==> config.mk <==
export PLATFORM = sky130hd
export DESIGN_NAME = gyro_rate_integrator_multi
export DESIGN_NICKNAME = d
export VERILOG_FILES = /design/src/rtl/gyro_rate_integrator_multi.sv
export SDC_FILE = /design/constraint.sdc
export NUM_CORES = 2
export LEC_CHECK = 0
export CAP_MARGIN = 20
export CELL_PAD_IN_SITES_DETAIL_PLACEMENT = 0
export CELL_PAD_IN_SITES_GLOBAL_PLACEMENT = 1
export CORE_MARGIN = 2
export CORE_UTILIZATION = 50
export CTS_BUF_LIST = sky130_fd_sc_hd__clkbuf_4 sky130_fd_sc_hd__clkbuf_8
export CTS_CLUSTER_SIZE = 24
export DETAILED_ROUTE_END_ITERATION = 8
export GPL_ROUTABILITY_DRIVEN = 0
export PLACE_DENSITY = 0.81
export SLEW_MARGIN = 0
export SYNTH_ARGS = -nofsm -noshare
export SYNTH_HDL_FRONTEND = slang
export SYNTH_SLANG_ARGS = --single-unit
export TNS_END_PERCENT = 20
==> constraint.sdc <==
create_clock -name clk -period 15 [get_ports clk]
set_input_delay 4.5 -clock clk [delete_from_list [all_inputs] [get_ports clk]]
set_output_delay 4.5 -clock clk [all_outputs]
set_load 0.01 [all_outputs]
==> src/rtl/gyro_rate_integrator_multi.sv <==
// gyro_rate_integrator_multi: per-channel zero-rate bias calibration, periodic wrapped integration and scaled angle output
module gyro_rate_integrator_multi #(
    parameter int                 NUM_CH        = 3,
    parameter int                 DATA_W        = 32,
    parameter int                 OUT_W         = 32,
    parameter int                 SETTLE_CYCLES = 50000000,
    parameter int                 AVG_LOG2      = 24,
    parameter int                 UPDATE_PERIOD = 196078,
    parameter int                 TURN_RAW      = 2880,
    parameter logic signed [15:0] SCALE_MUL     = 16'sd1,
    parameter int                 SCALE_SHIFT   = 0
) (
    input  logic                     clk,
    input  logic                     reset,
    input  logic                     recalibrate,
    input  logic                     hold_zero,
    input  logic [NUM_CH*DATA_W-1:0] rate_in,
    output logic [NUM_CH*OUT_W-1:0]  angle_out,
    output logic                     angle_valid,
    output logic                     calibrated
);
    localparam int SW = DATA_W + AVG_LOG2 + 1;
    localparam int TW = $clog2(TURN_RAW) + 2;
    localparam int AW = TW > DATA_W + 2 ? TW : DATA_W + 2;
    localparam int PW = AW + 16 + OUT_W;
    localparam logic [31:0] S_LAST = 32'(SETTLE_CYCLES - 1);
    localparam logic [31:0] A_LAST = 32'((64'd1 << AVG_LOG2) - 64'd1);
    localparam logic [31:0] P_LAST = 32'(UPDATE_PERIOD - 1);
    localparam logic [31:0] N_LAST = 32'(NUM_CH - 1);
    localparam logic signed [AW-1:0] HALF = AW'(TURN_RAW / 2);
    localparam logic signed [AW-1:0] TURN = AW'(TURN_RAW);

    typedef enum logic [1:0] {SETTLE, AVERAGE, RUN} state_t;

    state_t                   state;
    logic [31:0]              cnt;
    logic                     ticked;
    logic                     integ;
    logic signed [SW-1:0]     sum    [NUM_CH];
    logic signed [DATA_W-1:0] bias   [NUM_CH];
    logic signed [DATA_W-1:0] snap   [NUM_CH];
    logic signed [AW-1:0]     acc    [NUM_CH];
    logic signed [AW-1:0]     acc_nx [NUM_CH];

    // Single-step wrap into (-TURN_RAW/2, +TURN_RAW/2]; one step suffices because |delta| < TURN_RAW/2
    function automatic logic signed [AW-1:0] wrap(input logic signed [AW-1:0] a);
        return a > HALF ? a - TURN : (a <= -HALF ? a + TURN : a);
    endfunction

    function automatic logic [OUT_W-1:0] scale(input logic signed [AW-1:0] a);
        logic signed [PW-1:0] p;
        p = (PW'(a) * PW'(SCALE_MUL)) >>> SCALE_SHIFT;
        return OUT_W'(p);
    endfunction

    // Next accumulator values: channel c is swept while the post-tick counter equals c; hold_zero clears everything
    always_comb begin
        for (int c = 0; c < NUM_CH; c++)
            acc_nx[c] = hold_zero ? '0 :
                        (ticked && integ && cnt == 32'(c)) ? wrap(acc[c] + AW'(snap[c]) - AW'(bias[c])) : acc[c];
    end

    // Calibration / integration state machine with registered outputs
    always_ff @(posedge clk) begin
        if (reset || recalibrate) begin
            state       <= SETTLE;
            cnt         <= '0;
            ticked      <= 1'b0;
            integ       <= 1'b0;
            angle_valid <= 1'b0;
            calibrated  <= 1'b0;
            angle_out   <= '0;
            for (int c = 0; c < NUM_CH; c++) begin
                sum[c] <= '0;
                acc[c] <= '0;
                if (reset) begin
                    bias[c] <= '0;
                    snap[c] <= '0;
                end
            end
        end else begin
            angle_valid <= 1'b0;
            case (state)
                SETTLE: begin
                    cnt <= cnt == S_LAST ? '0 : cnt + 32'd1;
                    if (cnt == S_LAST) state <= AVERAGE;
                end
                AVERAGE: begin
                    cnt <= cnt == A_LAST ? '0 : cnt + 32'd1;
                    for (int c = 0; c < NUM_CH; c++) begin
                        sum[c] <= sum[c] + SW'($signed(rate_in[c*DATA_W +: DATA_W]));
                        if (cnt == A_LAST)
                            bias[c] <= DATA_W'((sum[c] + SW'($signed(rate_in[c*DATA_W +: DATA_W]))) >>> AVG_LOG2);
                    end
                    if (cnt == A_LAST) begin
                        state      <= RUN;
                        calibrated <= 1'b1;
                    end
                end
                RUN: begin
                    cnt <= cnt == P_LAST ? '0 : cnt + 32'd1;
                    for (int c = 0; c < NUM_CH; c++) acc[c] <= acc_nx[c];
                    if (cnt == P_LAST) begin
                        ticked <= 1'b1;
                        integ  <= !hold_zero;
                        for (int c = 0; c < NUM_CH; c++) snap[c] <= $signed(rate_in[c*DATA_W +: DATA_W]);
                    end
                    if (ticked && cnt == N_LAST) begin
                        ticked      <= 1'b0;
                        angle_valid <= 1'b1;
                        for (int c = 0; c < NUM_CH; c++) angle_out[c*OUT_W +: OUT_W] <= scale(acc_nx[c]);
                    end
                end
                default: state <= SETTLE;
            endcase
        end
    end
endmodule

## After elaboration in Yosys (flattened, before gate mapping)

Memories as Yosys holds them, arrays and structs flattened.
Cells that the tools add are included.

- Latch bits: 0
- Output and inout bits: 98
- Register bits: 134
- Memories: 4
- Memory bits (writable): 465
- Word-level logic and storage cells: 125
- ROM bits: 0

Memories:

| name | depth | width | read ports | clocked after memory_dff | wr ports | line | source |
|---|---|---|---|---|---|---|---|
| sum | 3 | 57 | 3 | 0 | 3 | 39 | `logic signed [SW-1:0] sum [NUM_CH];` |
| acc | 3 | 34 | 3 | 0 | 3 | 42 | `logic signed [AW-1:0] acc [NUM_CH];` |
| bias | 3 | 32 | 3 | 0 | 3 | 40 | `logic signed [DATA_W-1:0] bias [NUM_CH];` |
| snap | 3 | 32 | 3 | 0 | 3 | 41 | `logic signed [DATA_W-1:0] snap [NUM_CH];` |

- Equality and inequality tests: 9
- Reductions and logical operators: 17
- Magnitude comparators: 6
- Shifts and indexed selects: 0
- Div/mod/pow operators: 0
- Add/subtract/negate cells: 16
- Multipliers: 0
- Bitwise logic cells: 13
- Mux-type cells: 53

Operators by type and width:

| cell | count |
|---|---|
| 34-bit 2-to-1 mux | 15 |
| 32-bit 2-to-1 mux | 9 |
| 57-bit by 32-bit adder with 57-bit output | 3 |
| 57-bit 2-to-1 mux | 3 |
| 34-bit by 13-bit adder with 34-bit output, second input constant | 3 |
| 34-bit by 32-bit adder with 34-bit output | 3 |
| 34-bit by 12-bit greater-than comparator with 1-bit output, second input constant | 3 |
| 34-bit by 12-bit <= comparator with 1-bit output, second input constant | 3 |
| 34-bit by 13-bit subtractor with 34-bit output, second input constant | 3 |
| 34-bit by 32-bit subtractor with 34-bit output | 3 |
| 32-bit one-hot mux with 3 select lines | 1 |
| 32-bit by 1-bit adder with 32-bit output, second input constant | 1 |
| 32-bit by 1-bit == test with 1-bit output, second input constant | 1 |
| 32-bit by 18-bit == test with 1-bit output, second input constant | 1 |
| 32-bit by 2-bit == test with 1-bit output, second input constant | 1 |
| 32-bit by 24-bit == test with 1-bit output, second input constant | 1 |
| 32-bit by 26-bit == test with 1-bit output, second input constant | 1 |
| 32-bit logical NOT | 1 |
| 1-bit 2-to-1 mux | 22 |
| 1-bit bitwise OR | 12 |
| 2-bit AND reduction | 4 |
| 2-bit one-hot mux with 3 select lines | 1 |
| 1-bit logical AND | 5 |
| 2-bit 2-to-1 mux | 2 |
| 11 further kinds | 12 |

## Longest topological paths before layout

- Depth in word-level cells: 8
- Depth in mapped cells: 24
- Gate-level depth less buffers: 23

## Worst setup path before layout

Ideal clock, no wire load.

- Kind: input -> register
- Start: input reset
- End: memory sum[0][0] (netlist bit), enable pin
- Stages on the path: 1
- Path slack: 6353 ps
- Arrival: 8109 ps
- Setup time: 538 ps
- Path buffers: 0
- Cells stage by stage: or3_1

RTL lines:

| item | line | source |
|---|---|---|
| from (decl) | 14 | `input logic reset,` |
| to (decl) | 39 |  |

==> metrics <==
met2 Resource Use GR 44.06%; vias in the first global route around 35000; Fill cells ~8100; Syn Inst Count about 5000; Die Height 303.8 µm; max-cap violation count 0; R2R setup slack 8580 ps; Iter 0 DRT Violations 2964; width of the die between 300 and 400 µm; f_max about 110 MHz; CP required 15480 ps; count leader, synth inv_1; via count roughly 37000; num ports slightly below 200; layout cells sized above 1 about 6.5%; Pwr Density around 110 nW/µm²; Initial Utilization 50.63%; Synth Net Count 5489; Hold Path Cell Cnt 2; global-route wire length before repair 203.0 mm; Seq/Total Area, Yosys 36.83%; Slowest cell on crit path a221oi_1; top post-synthesis cells by count inv_1, edfxtp_1, nor2_1; PortBufs a little under 200; number of flops mapped to enable cells by yosys between 400 and 500; status finished clean; clock net sink count 596; Fin Setup TNS 0 ps; FF-to-FF path depth 13; DRT Wirelength 130.6 mm; H-tree depth 3; clock tree root buffer cell clkbuf_8; HP Start angle_out[50]$_SDFFE_PP0P_; YS warnings 0; Resized cells post-CTS 0; crit share post-route 59.20%; post-DP HPWL slightly below 100 mm; top cell type's share of synthesized area 30.87%; Worst VDD drop roughly 0.000066 V; CP dominant cell by count o21ai_0; die area roughly 92000 µm²; Final Max Tran Viols 0; Worst-path clk slew 60 ps; Hold Path Class reg -> reg; GR Overflow Total 0; hold endpoint angle_out[50]$_SDFFE_PP0P_; r2r startpoint cnt[28]$_SDFFE_PP0P_; flip-flop and latch count after synthesis 596; # nets final 5635; crit path time final ~8900 ps; all-layer global routing usage 27.74%; CTS Hold Bufs 0; max incr delay on CP a little under 700 ps; WP data arrival 9360 ps; startpoint class of the critical path primary input; Top Usage Layer GRT met2; WL per Instance about 20 µm; setup violators final 0; Post-Syn Area 44950 µm²; Layout Skew 52.71 ps; RSZ-0062 raised after global routing false; Worst-Margin Slew between 1000 and 1500 ps; Synth async-reset ratio 0%; final hold vios 0; Cell Chain, Critical Path clkdlybuf4s50_1, ha_1, inv_1, fa_1, nor2b_1, o21a_1, o21ai_0, a21oi_1, a221oi_1, o21ai_0, a31o_2, a311o_1, o31ai_1, o21ai_0, a21o_1, a21oi_1, xor2_1, nor2_1; critical path class in -> reg; initial antenna violation count 3; Synth Area per Inst 8.995 µm²; CP Capture Type flop; router iterations before antenna repair 6; Synth-to-Final Area Change 11.52%; CTS tree built; GR Util met3 3.984%; clk_lat worst skew a little under 800 ps; Crit Reg-Reg Endpoint angle_out[61]$_SDFFE_PP0P_; total CTS buffers around 110; Top FF cell, synth edfxtp_1; Remaining DRCs 0; CTS Buffer Depth 3; post-CTS setup buffers 0; GR Layer Usage met1 39.29%; Leak Pwr roughly 0.021 µW; Routed Antenna Nets 0; Synth area leaders edfxtp_1, ha_1, dfxtp_1, fa_1, inv_1; Yosys top cell by area edfxtp_1; hold_ws 454.7 ps; core outline area 88780 µm²; crit path max fanout 6; site row count 109; largest net degree at the start of global routing 74; post-synth cell types roughly 130; Worst slew margin 26.23%; Via density 5.807
-- cell families after synthesis --
group / synth area share [%]
compound gates: 19.34
flops: 36.83
mux: 0.8351
buf+inv: 6.157
fa+ha+maj: 12.62
simple gates: 18.49
xor+xnor: 5.726
-- worst max-delay path by stage --
stage | start | end | slack, ps | depth (start not counted)
after floorplan | reset | sum[0][0]$_SDFFCE_PN0P_ | 6350 | 1
final | rate_in[32] | sum[0][111]$_SDFFCE_PN0P_ | 6120 | 18
after global routing | rate_in[32] | sum[0][111]$_SDFFCE_PN0P_ | 5880 | 18
after CTS | rate_in[32] | sum[0][111]$_SDFFCE_PN0P_ | 6210 | 18
after global placement | rate_in[32] | sum[0][111]$_SDFFCE_PN0P_ | 5400 | 18
after detailed placement | rate_in[32] | sum[0][111]$_SDFFCE_PN0P_ | 5400 | 18
-- per-layer routing --
layer	vias to the layer above	wire, µm
met5	-	13
met4	2	3832
met3	190	7301
met2	1011	58620
met1	17830	60840
li1	18141	-
-- placed cells by master, fill, tap and decap left out, types with 150 or more instances in the layout --
master           count
and2_1             150
nand2_1            392
o21ai_0            268
inv_1              505
ha_1               290
a21oi_1            360
nor2_1             435
edfxtp_1           462
xnor2_1            168
clkdlybuf4s50_1    196
-- worst max-delay path, delay by kind of cell --
family | cells | cell delay [ps]
buf+inv | 2 | 610
xor+xnor | 1 | 200
simple gates | 2 | 170
compound gates | 11 | 3300
fa+ha+maj | 2 | 600
-- power breakdown --
group	internal [µW]	total [µW]	switching (µW)	leakage, µW
Sequential	1830	1870	35.8	0.00591
Combinational	658	1850	1190	0.0136
Clock	907	1660	756	0.00120
-- sequential cells by signal (all words and copies together), names as in the netlist --
register and cells:
ticked 1, calibrated 1, angle_valid 1, state 2, angle_out 96, acc 102
bias 96, sum 168, integ 1, snap 96, cnt 32
-- metrics by stage --
step / utilization (%) / instance area, µm² / std cells / setup WS, ps / total power (µW)
global placement: 53.90 / 47860 / 6201 / 5396 / 3708
finish: 56.46 / 50130 / 6402 / 6120 / 5380
global route: 56.46 / 50130 / 6402 / 5880 / 5662
floorplan: - / 44950 / 4997 / 6353 / 3280
CTS: 56.45 / 50120 / 6399 / 6213 / 5379
detailed placement: 53.90 / 47860 / 6201 / 5403 / 3716
-- area by class of cell --
class | instances | area, µm² | share of cell area (%)
Multi-Input combinational cell | 3702 | 25710 | 51.30
Clock inverter | 53 | 454.2 | 0.9061
Inverter | 506 | 1899 | 3.789
Timing Repair Buffer | 232 | 2230 | 4.448
Sequential cell | 596 | 16560 | 33.03
Tap cell | 1165 | 1458 | 2.908
Antenna cell | 3 | 7.507 | 0.01498
Clock buffer | 145 | 1808 | 3.607
Power figures use the tool's default switching activity.
